==> src/rtl/store_byte_serializer.sv <==
// Narrows a register value to sb/sh/sw and writes it one byte per handshake.
// Optional misaligned-request trap enabled by defining MISALIGN_TRAP_EN.
module store_byte_serializer #(
   parameter int ADDR_W = 32,
   parameter int CNT_W  = 2
) (
   input  logic              CLK,
   input  logic              RST,
   input  logic              req_valid,
   output logic              req_ready,
   input  logic [ADDR_W-1:0] req_addr,
   input  logic [31:0]       req_data,
   input  logic [1:0]        req_size,
   output logic              mem_valid,
   input  logic              mem_ready,
   output logic [ADDR_W-1:0] mem_addr,
   output logic [7:0]        mem_byte,
   output logic              done,
   output logic              err
);

   typedef enum logic [1:0] {
      IDLE,
      SEND,
      RESP
   } state_t;

   state_t            state;
   logic [ADDR_W-1:0] base;
   logic [31:0]       data;
   logic [CNT_W-1:0]  idx;
   logic [CNT_W-1:0]  last;

   logic [CNT_W-1:0]  nxt;
   logic [CNT_W-1:0]  req_last;
   logic [7:0]        nxt_byte;
   logic              req_fire;
   logic              illegal;

   always_comb begin
      req_fire = req_valid & req_ready;
      nxt      = idx + CNT_W'(1);
      nxt_byte = 8'(data >> {nxt, 3'b000});
      unique case (req_size)
         2'b00:   req_last = CNT_W'(0);
         2'b01:   req_last = CNT_W'(1);
         default: req_last = CNT_W'(3);
      endcase
      illegal = (req_size == 2'b11);
`ifdef MISALIGN_TRAP_EN
      if (req_size == 2'b01 && req_addr[0])
         illegal = 1'b1;
      if (req_size == 2'b10 && req_addr[1:0] != 2'b00)
         illegal = 1'b1;
`endif
   end

   always_ff @(posedge CLK or posedge RST) begin
      if (RST) begin
         state     <= IDLE;
         req_ready <= 1'b1;
         mem_valid <= 1'b0;
         mem_addr  <= '0;
         mem_byte  <= '0;
         done      <= 1'b0;
         err       <= 1'b0;
         base      <= '0;
         data      <= '0;
         idx       <= '0;
         last      <= '0;
      end else begin
         done <= 1'b0;
         err  <= 1'b0;
         unique case (state)
            IDLE: begin
               req_ready <= 1'b1;
               if (req_fire) begin
                  base      <= req_addr;
                  data      <= req_data;
                  idx       <= '0;
                  last      <= req_last;
                  req_ready <= 1'b0;
                  if (illegal) begin
                     err   <= 1'b1;
                     state <= RESP;
                  end else begin
                     mem_valid <= 1'b1;
                     mem_addr  <= req_addr;
                     mem_byte  <= req_data[7:0];
                     state     <= SEND;
                  end
               end
            end
            SEND: begin
               // Outputs only move on a handshake, so they hold under stall.
               if (mem_ready) begin
                  if (idx == last) begin
                     mem_valid <= 1'b0;
                     done      <= 1'b1;
                     state     <= RESP;
                  end else begin
                     idx      <= nxt;
                     mem_addr <= base + ADDR_W'(nxt);
                     mem_byte <= nxt_byte;
                  end
               end
            end
            RESP: begin
               req_ready <= 1'b1;
               state     <= IDLE;
            end
            default: state <= IDLE;
         endcase
      end
   end

endmodule

==> config.mk <==
export PLATFORM = sky130hd
export DESIGN_NAME = store_byte_serializer
export DESIGN_NICKNAME = d
export VERILOG_FILES = /design/src/rtl/store_byte_serializer.sv
export SDC_FILE = /design/constraint.sdc
export NUM_CORES = 1
export LEC_CHECK = 0
export BUFFER_PORTS_ARGS = -buffer_cell sky130_fd_sc_hd__buf_2
export CAP_MARGIN = 20
export CORE_AREA = 2 2 127 129
export CTS_CLUSTER_SIZE = 10
export DETAILED_ROUTE_END_ITERATION = 6
export DIE_AREA = 0 0 129 131
export HOLD_SLACK_MARGIN = 0.1
export SLEW_MARGIN = 40
export SYNTH_ARGS = -nofsm -noshare
export SYNTH_HDL_FRONTEND = slang
export SYNTH_SLANG_ARGS = --single-unit
==> constraint.sdc <==
create_clock -name CLK -period 4.25 [get_ports CLK]
set_clock_uncertainty 0.2 [all_clocks]
set_input_delay 0.2125 -clock CLK [delete_from_list [all_inputs] [get_ports CLK]]
set_output_delay 0.2125 -clock CLK [all_outputs]
set_load 0.01 [all_outputs]
==> run_results.csv, run 1 <==
group,metric,value,unit
min_path,hold_path.class,"primary input to asynchronous set/reset pin",
floorplan,dieArea,16900,um^2
sta,finalSetupViolations,0,
place,placed_area,6250,um^2
power_and_ir_drop,power_frac_clock,0.242,
place,dp.cells,782,
drt,vias,4292,
setup_path,path_cells,"xor2_1, ha_1, a21oi_1, nor3_2, nand4_1, xor2_1, o21ai_0",
global_routing,globalRoute.totalOverflow,0,
layout,fin_area,7530,um^2
yosys,ys_seq_area_frac,0.522,
drt,initialDrtViolationCount,190,
layout,syn_to_final_growth,37.7,%
floorplan,pin_count,114,
sta,worst_pin_slew,0.744,ns
power_and_ir_drop,p_seq_frac,0.367,
drt,drc_errors,0,
clock_tree,htreeDepth,4,
setup_path,critical_path_arrival,3.11,ns
layout,nFillCells,1428,
power_and_ir_drop,combinationalPowerShare,0.391,
global_routing,grt_pass1_wl,22800,um
power_and_ir_drop,switching_share,0.365,
setup_path,worstPathRequired,4.37,ns
clock_tree,ctsResizeCount,0,
global_routing,grt_max_degree,72,
yosys,syn_area,5470,um^2
sta,maxSlewHeadroom,0.503,
drt,postRouteAntennaNets,0,
global_routing,antenna_found_initial,0,
layout,fin_nets,727,
yosys,synth-seq-cells,114,
drt,dr.pass1.iters,5,
sta,rsz0062_at_grt,"no",
clock_tree,clock_latency,0.42,ns
clock_tree,cts_tree,"built",
clock_tree,clock-root-buffer,"clkbuf_16",
power_and_ir_drop,power.density,771,nW/um^2
yosys,synth_warnings,0,
drt,drt-total-wl,14000,um
place,portBuffers,113,
sta,drv_slew,0,
setup_path,slowest_delay,0.75,ns
sta,fin_crit,2.99,ns
yosys,synth_flop_cell,"dfrtp_1",
clock_tree,cts.sinks,114,
power_and_ir_drop,p_sw,0.00211,W
floorplan,core,15600,um^2
yosys,syn-num-nets,545,
setup_path,startpoint,"idx[1]",
yosys,async_reset_ff_frac,1.00,
sta,fmax,0.334,GHz
floorplan,dieWidth,129,um
setup_path,cp_max_fo,12,
global_routing,top_usage_layer,"met2",
setup_path,path_class,"flop to flop",
global_routing,grt.total_usage,0.178,
floorplan,die_height,131,um
setup_path,crit_buf_inv,0,
power_and_ir_drop,internal-power,0.00369,W
global_routing,grt_pass1_vias,4513,
clock_tree,clockBufferDepth,2,
setup_path,endpoint_kind,"flop",
power_and_ir_drop,p_leak,3.29,nW
setup_path,worst_path_most_repeated_cell,"xor2_1",
setup_path,r2r-start,"idx[1]",
setup_path,worst_path_max_delay_cell,"dfrtp_1",
setup_path,cp.depth,7,
layout,n_antenna_cell,0,
yosys,syn_inst,472,
global_routing,grt_util_met2,0.301,
yosys,synth_cell_types,50,
sta,fin_crit_sh,0.704,
sta,hold_violations,0,
setup_path,r2r_slack,1.26,ns
outcome,status,"complete, no violations",
setup_path,r2r_cells,7,
global_routing,use_met1,0.214,
power_and_ir_drop,ir_drop,0.374,mV
setup_path,path_delay_family,"simple AND/OR/NAND/NOR gates",
clock_tree,clkTransAtPathRegs,0.05,ns
setup_path,crit_path_start_kind,"flop",
floorplan,num_rows,46,
global_routing,grt_util_met3,0.0501,
yosys,syn_avg_cell_area,11.6,um^2
run,cap_violations,0,
place,dpl.hpwl,9360,um
clock_tree,cts_buffers,17,
layout,final_layout_size_suffix_gt1_frac,0.349,
floorplan,initial_core_util,0.350,
drt,avgViaCountPerCell,4.86,
yosys,synth_edf_count,0,
sta,setup_tns,0,ns
layout,layout.cells.non_filler,883,
place,gp_congestion,0.816,
drt,wl_per_cell,15.9,um
## stage by stage
| step | hold slack (ns) | worst slack [ns] | total power, W | utilization |
|---|---|---|---|---|
| after detailed placement | 0.140 | 1.12 | 0.00438 | 0.400 |
| final | 0.230 | 1.26 | 0.00580 | 0.483 |
| after global routing | 0.293 | 0.985 | 0.00623 | 0.483 |
| after global placement | 0.137 | 1.24 | 0.00429 | 0.400 |
| after floorplan | 0.129 | 0.823 | 0.00370 | - |
| after CTS | 0.249 | 1.08 | 0.00587 | 0.483 |
## logic make-up (layout without fill, tap and decap cells)
group / count (synthesis) / in the layout / synth area share
buf+inv: 32 / 227 / 0.0282
compound gates: 74 / 74 / 0.0854
simple gates: 134 / 134 / 0.120
fa+ha+maj: 3 / 3 / 0.00824
flops: 114 / 114 / 0.522
mux: 83 / 83 / 0.185
xor+xnor: 32 / 32 / 0.0513
## cells in the final DEF, fill, tap and decap left out, drive strengths merged, types with 5 or more instances in the layout
cell type / count
a21oi: 8
a22oi: 14
a31oi: 9
buf: 119
clkbuf: 29
dfrtp: 113
dlygate4sd3: 69
inv: 7
mux2: 64
mux2i: 11
mux4: 8
nand2: 53
nand3: 17
nand4: 11
nor2: 28
nor3: 10
nor4: 5
o21ai: 33
xnor2: 6
xor2: 26
## synthesized netlist by cell type (2+ instances only)
cell type    n  area, um^2
a21oi_1      8        40.0
dfrtp_1    113        2830
xor2_1      26         228
mux2i_1     11         110
mux4_2       8         180
buf_4        3        22.5
inv_1        7        26.3
nor4_1       4        25.0
nand2_1     52         195
buf_2       12        60.1
o21ai_0     24         120
clkbuf_1     8        30.0
nand3_1     16        80.1
nand4_1     10        62.6
ha_1         2        25.0
nor2b_1      2        12.5
nand2b_1     2        12.5
o21ai_1      9        45.0
nor3_1       8        40.0
mux2_2      64         721
nor2_1      28         105
a22oi_1     14         105
xnor2_1      6        52.6
a31oi_1      9        56.3
## flip-flops by register name (all words and copies together), names as in the netlist
signal,cells
base,32
data,32
mem_addr,32
mem_byte,8
idx,2
last,2
state,2
done,1
err,1
mem_valid,1
req_ready,1
## power groups by stage
stage                     registers [W]  logic [W]  clock network (W)
after floorplan                 0.00208    0.00162                  0
after global placement          0.00212    0.00217                  0
after detailed placement        0.00214    0.00224                  0
after CTS                       0.00213    0.00230            0.00143
after global routing            0.00222    0.00252            0.00149
final                           0.00213    0.00227            0.00140
## final cells by class
type | count | area, um^2 | share of cell area
sequential | 114 | 2860 | 0.379
multi-input combinational | 326 | 2480 | 0.329
timing repair buffer | 188 | 1310 | 0.173
clock buffer | 29 | 551 | 0.0731
tap | 216 | 270 | 0.0359
clock inverter | 3 | 40.0 | 0.00532
inverter | 7 | 28.8 | 0.00382
## worst reg2reg max path, stage by stage (launching register included)
cell     delay, ns
dfrtp_1       0.75
xor2_1        0.23
ha_1          0.34
a21oi_1       0.18
nor3_2        0.65
nand4_1       0.20
xor2_1        0.18
o21ai_0       0.16
## final timing paths
check                          endpoint
setup / recovery           mem_addr[29]
hold / removal                 data[26]
setup reg to reg           mem_addr[29]
hold reg to reg            mem_addr[11]
max in group asynchronous        idx[0]
min in group CLK           mem_addr[11]
## repair_timing
item | 4_1_cts | 5_1_grt
buffers inserted | 0 | 0
hold buffers | 69 | 0
hold endpoints to repair | 159 | 0
## metal layers
metal | routed length (um) | vias up
li1 | - | 2057
met1 | 6150 | 2110
met2 | 6950 | 112
met3 | 746 | 13
met4 | 200 | 0
met5 | 0 | -
Power figures use the tool's default switching activity.
==> inputs of run 2 (changes only) <==
Clock period 4.25 ns to 2.5 ns, I/O delays scaled along.
==> run_results.csv, run 2 (synthesis gave the netlist of run 1 again) <==
group,metric,value,unit
outcome,status,"complete, no violations",
power_and_ir_drop,combinationalPowerShare,0.414,
power_and_ir_drop,switching_share,0.360,
setup_path,critical_path_arrival,2.44,ns
sta,finalSetupViolations,0,
floorplan,dieWidth,129,um
drt,avgViaCountPerCell,4.88,
setup_path,cp_max_fo,6,
clock_tree,cts_tree,"built",
run,cap_violations,0,
setup_path,path_cells,"inv_1, ha_1, fa_2, nand4_4, nor3_4, nand2_2, or4_1, a32oi_1",
global_routing,grt.total_usage,0.176,
drt,vias,4368,
power_and_ir_drop,p_seq_frac,0.353,
layout,n_antenna_cell,0,
layout,fin_nets,741,
sta,drv_slew,0,
min_path,hold_path.class,"flop to flop",
clock_tree,clockBufferDepth,2,
clock_tree,postCtsSetupRepairBufs,0,
drt,dr.pass1.iters,4,
setup_path,path_delay_family,"simple AND/OR/NAND/NOR gates",
drt,postRouteAntennaNets,0,
sta,setup_tns,0,ns
layout,final_layout_size_suffix_gt1_frac,0.359,
power_and_ir_drop,internal-power,0.00640,W
power_and_ir_drop,ir_drop,0.740,mV
drt,drc_errors,0,
global_routing,grt_pass1_vias,4567,
floorplan,num_rows,46,
clock_tree,clock_latency,0.41,ns
place,dp.cells,795,
clock_tree,cts.sinks,114,
floorplan,initial_core_util,0.350,
global_routing,globalRoute.totalOverflow,0,
sta,hold_slack,0.272,ns
setup_path,crit_buf_inv,1,
setup_path,worstPathRequired,2.63,ns
place,gp_congestion,0.790,
power_and_ir_drop,p_leak,3.37,nW
place,placed_area,6410,um^2
layout,layout.cells.non_filler,895,
drt,wl_per_cell,15.6,um
drt,drt-total-wl,13900,um
layout,fin_area,7680,um^2
clock_tree,htreeDepth,4,
drt,initialDrtViolationCount,282,
sta,rsz0062_at_grt,"no",
sta,hold_violations,0,
layout,top_regs,"base x32, data x32, mem_addr x32",
sta,fin_crit_sh,0.925,
global_routing,grt_pass1_wl,23000,um
clock_tree,clock-root-buffer,"clkbuf_16",
sta,fin_crit,2.31,ns
sta,maxSlewHeadroom,0.629,
layout,syn_to_final_growth,40.4,%
global_routing,grt_max_degree,72,
setup_path,endpoint_kind,"flop",
place,dpl.hpwl,9520,um
floorplan,die_height,131,um
sta,worst_pin_slew,0.552,ns
layout,final_cell_mix,"dfrtp_1, buf_2, dlygate4sd3_1, mux2_2, nand2_1",
place,portBuffers,113,
power_and_ir_drop,p_sw,0.00359,W
power_and_ir_drop,power_frac_clock,0.233,
clock_tree,ctsResizeCount,0,
floorplan,dieArea,16900,um^2
power_and_ir_drop,power.density,1300,nW/um^2
setup_path,crit_path_start_kind,"flop",
setup_path,worst_path_max_delay_cell,"or4_1",
clock_tree,clkTransAtPathRegs,0.05,ns
global_routing,antenna_found_initial,0,
setup_path,slowest_delay,0.46,ns
sta,fmax,0.433,GHz
setup_path,path_class,"flop to flop",
clock_tree,cts_buffers,17,
floorplan,pin_count,114,
floorplan,core,15600,um^2
==> run 2: cell type report <==
cell class | instances | area [um^2]
Fill cell | 1436 | 7920
Sequential cell | 114 | 2850
Multi-Input combinational cell | 326 | 2490
Timing Repair Buffer | 202 | 1470
Clock buffer | 24 | 482
Tap cell | 216 | 270
Clock inverter | 6 | 80.1
Inverter | 7 | 30.0
==> run 2: timing repair <==
| item | in CTS | in global routing |
|---|---|---|
| hold endpoints to repair | 225 | 0 |
| setup endpoints to repair | 0 | 1 |
| hold buffers | 70 | 0 |
==> run 2: per-stage QoR <==
step                total power [W]  setup slack, ns  utilization
global placement            0.00745            0.217        0.409
floorplan                   0.00632           0.0207            -
finish                      0.00999            0.188        0.492
CTS                          0.0101            0.171        0.492
global route                 0.0107          0.00648        0.492
detailed placement          0.00767            0.185        0.411
==> run 2: path summary, 6_finish.rpt <==
check / startpoint / end / slack, ns / cells after the start
setup reg to reg: idx[0] / mem_addr[18] / 0.19 / 8
max in group asynchronous: RST / req_ready / 0.72 / 5
min in group asynchronous: RST / mem_addr[7] / 0.67 / 4
setup / recovery: idx[0] / mem_addr[18] / 0.19 / 8
hold / removal: mem_addr[12] / mem_addr[12] / 0.27 / 2
hold reg to reg: mem_addr[12] / mem_addr[12] / 0.27 / 2
==> run 2: power by group through the flow <==
stage	Clock [W]	Combinational, W	Sequential, W
floorplan	0	0.00278	0.00353
global placement	0	0.00394	0.00352
detailed placement	0	0.00411	0.00356
CTS	0.00238	0.00422	0.00354
global route	0.00247	0.00460	0.00367
finish	0.00233	0.00413	0.00353
==> run 2: per-layer routing <==
layer,up-vias,GRT usage,part of all wire
li1,2079,-,-
met4,0,0.0524,0.0093
met1,2161,0.211,0.43
met5,-,0,0
met2,116,0.305,0.50
met3,12,0.0570,0.056
==> run 2: tightest hold or removal path, stage by stage, from the launching register on <==
cell and delay [ns]:
dfrtp_1 0.33, nand2_1 0.05, o21ai_0 0.06
==> inputs of run 3 (changes only) <==
Settings changed: CELL_PAD_IN_SITES_DETAIL_PLACEMENT set to 1, CELL_PAD_IN_SITES_GLOBAL_PLACEMENT set to 2, CORE_AREA 2 2 127 129 to 2 2 134 136, DIE_AREA 0 0 129 131 to 0 0 136 138, PLACE_DENSITY_LB_ADDON set to 0.1.
==> run_results.csv, run 3 (synthesis gave the netlist of run 1 again) <==
group,metric,value,unit
outcome,status,"complete, no violations",
place,placed_area,6450,um^2
clock_tree,htreeDepth,4,
floorplan,core,17500,um^2
global_routing,globalRoute.totalOverflow,0,
drt,drt-total-wl,15200,um
floorplan,pin_count,114,
power_and_ir_drop,combinationalPowerShare,0.411,
power_and_ir_drop,switching_share,0.356,
clock_tree,cts.sinks,114,
layout,final_cell_mix,"buf_2, dfrtp_1, dlygate4sd3_1, mux2_2, nand2_1",
floorplan,die_height,138,um
layout,syn_to_final_growth,43.0,%
setup_path,worstPathRequired,2.62,ns
floorplan,initial_core_util,0.312,
clock_tree,clockBufferDepth,2,
power_and_ir_drop,power.density,1330,nW/um^2
floorplan,dieWidth,136,um
power_and_ir_drop,p_seq_frac,0.342,
sta,maxSlewHeadroom,0.583,
layout,n_antenna_cell,0,
global_routing,antenna_found_initial,0,
setup_path,endpoint_kind,"flop",
sta,drv_slew,0,
clock_tree,clock-root-buffer,"clkbuf_16",
global_routing,grt_pass1_wl,25800,um
place,dpl.hpwl,10200,um
floorplan,dieArea,18800,um^2
sta,setup_tns,0,ns
drt,avgViaCountPerCell,4.76,
sta,fin_crit,2.36,ns
power_and_ir_drop,power_frac_clock,0.248,
global_routing,grt.total_usage,0.177,
floorplan,num_rows,49,
power_and_ir_drop,p_sw,0.00371,W
sta,rsz0062_at_grt,"no",
layout,final_common_cell,"buf_2",
setup_path,cp_max_fo,4,
drt,postRouteAntennaNets,0,
sta,fin_crit_sh,0.945,
clock_tree,cts_tree,"built",
power_and_ir_drop,p_leak,3.43,nW
power_and_ir_drop,ir_drop,0.576,mV
clock_tree,cts_buffers,17,
layout,fin_area,7820,um^2
setup_path,critical_path_arrival,2.48,ns
clock_tree,clock_latency,0.41,ns
min_path,hold_path.class,"primary input to asynchronous set/reset pin",
sta,finalSetupViolations,0,
drt,dr.pass1.iters,4,
setup_path,path_class,"flop to flop",
layout,top_regs,"base x32, data x32, mem_addr x32",
place,portBuffers,113,
sta,hold_violations,0,
place,gp_congestion,0.755,
drt,initialDrtViolationCount,141,
global_routing,grt_max_degree,115,
setup_path,crit_path_start_kind,"flop",
run,cap_violations,0,
drt,wl_per_cell,16.6,um
clock_tree,clkTransAtPathRegs,0.06,ns
layout,fin_nets,747,
drt,vias,4361,
sta,worst_pin_slew,0.626,ns
global_routing,grt_pass1_vias,4939,
drt,drc_errors,0,
power_and_ir_drop,internal-power,0.00671,W
sta,fmax,0.423,GHz
layout,final_layout_size_suffix_gt1_frac,0.371,
-- run 3: final timing paths --
check                      slack (ns)  cells past startpoint          from            to
min in group CLK                 0.27                      2  mem_addr[13]  mem_addr[13]
min reg2reg                      0.27                      2  mem_addr[13]  mem_addr[13]
max reg2reg                      0.14                      8        idx[0]  mem_addr[18]
min                              0.26                      4           RST   mem_addr[9]
max in group asynchronous        1.36                      4           RST        idx[0]
max                              0.14                      8        idx[0]  mem_addr[18]
-- run 3: power groups by stage --
stage	clock, W	combinational (W)	sequential [W]
6_report	0.00258	0.00428	0.00356
5_1_grt	0.00274	0.00480	0.00372
3_5_place_dp	0	0.00425	0.00359
2_1_floorplan	0	0.00278	0.00353
4_1_cts	0.00266	0.00435	0.00357
3_3_place_gp	0	0.00406	0.00355
-- run 3: what timing repair did --
item                                   4_1_cts  5_1_grt
resized for setup                            0        3
setup endpoints to repair                    0        2
endpoints found under the hold margin      224        0
hold buffers                                69        0
buffers inserted                             0        4
-- run 3: worst max-delay path, cell delays in order (launching register included) --
cell and delay (ns):
dfrtp_2 0.44, inv_1 0.11, ha_4 0.15, fa_2 0.25, nand4_4 0.14, nor3_4 0.22, nand2_2 0.10, or4_1 0.46
a32oi_1 0.20
-- run 3: through the flow --
step	hold slack (ns)	instances	setup WS [ns]	power (W)	util
4_1_cts	0.261	912	0.0763	0.0106	0.443
6_report	0.257	916	0.137	0.0104	0.446
3_3_place_gp	0.157	809	0.178	0.00761	0.366
5_1_grt	0.278	916	0.0196	0.0113	0.446
3_5_place_dp	0.162	811	0.114	0.00785	0.368
2_1_floorplan	0.0418	472	0.0207	0.00632	-
-- run 3: per-layer routing --
| layer | part of all wire | global-route usage |
|---|---|---|
| met2 | 0.52 | 0.309 |
| met3 | 0.036 | 0.0444 |
| met5 | 0 | 0 |
| met1 | 0.43 | 0.214 |
| met4 | 0.012 | 0.0510 |
-- run 3: cell type report --
| cell class | instances | area (um^2) |
|---|---|---|
| well taps | 229 | 287 |
| fillers | 1937 | 9720 |
| repair buffers | 208 | 1520 |
| clock inverters | 4 | 95.1 |
| flip-flops and latches | 114 | 2860 |
| multi-input cells | 326 | 2500 |
| clock buffers | 28 | 537 |
| inverters | 7 | 30.0 |
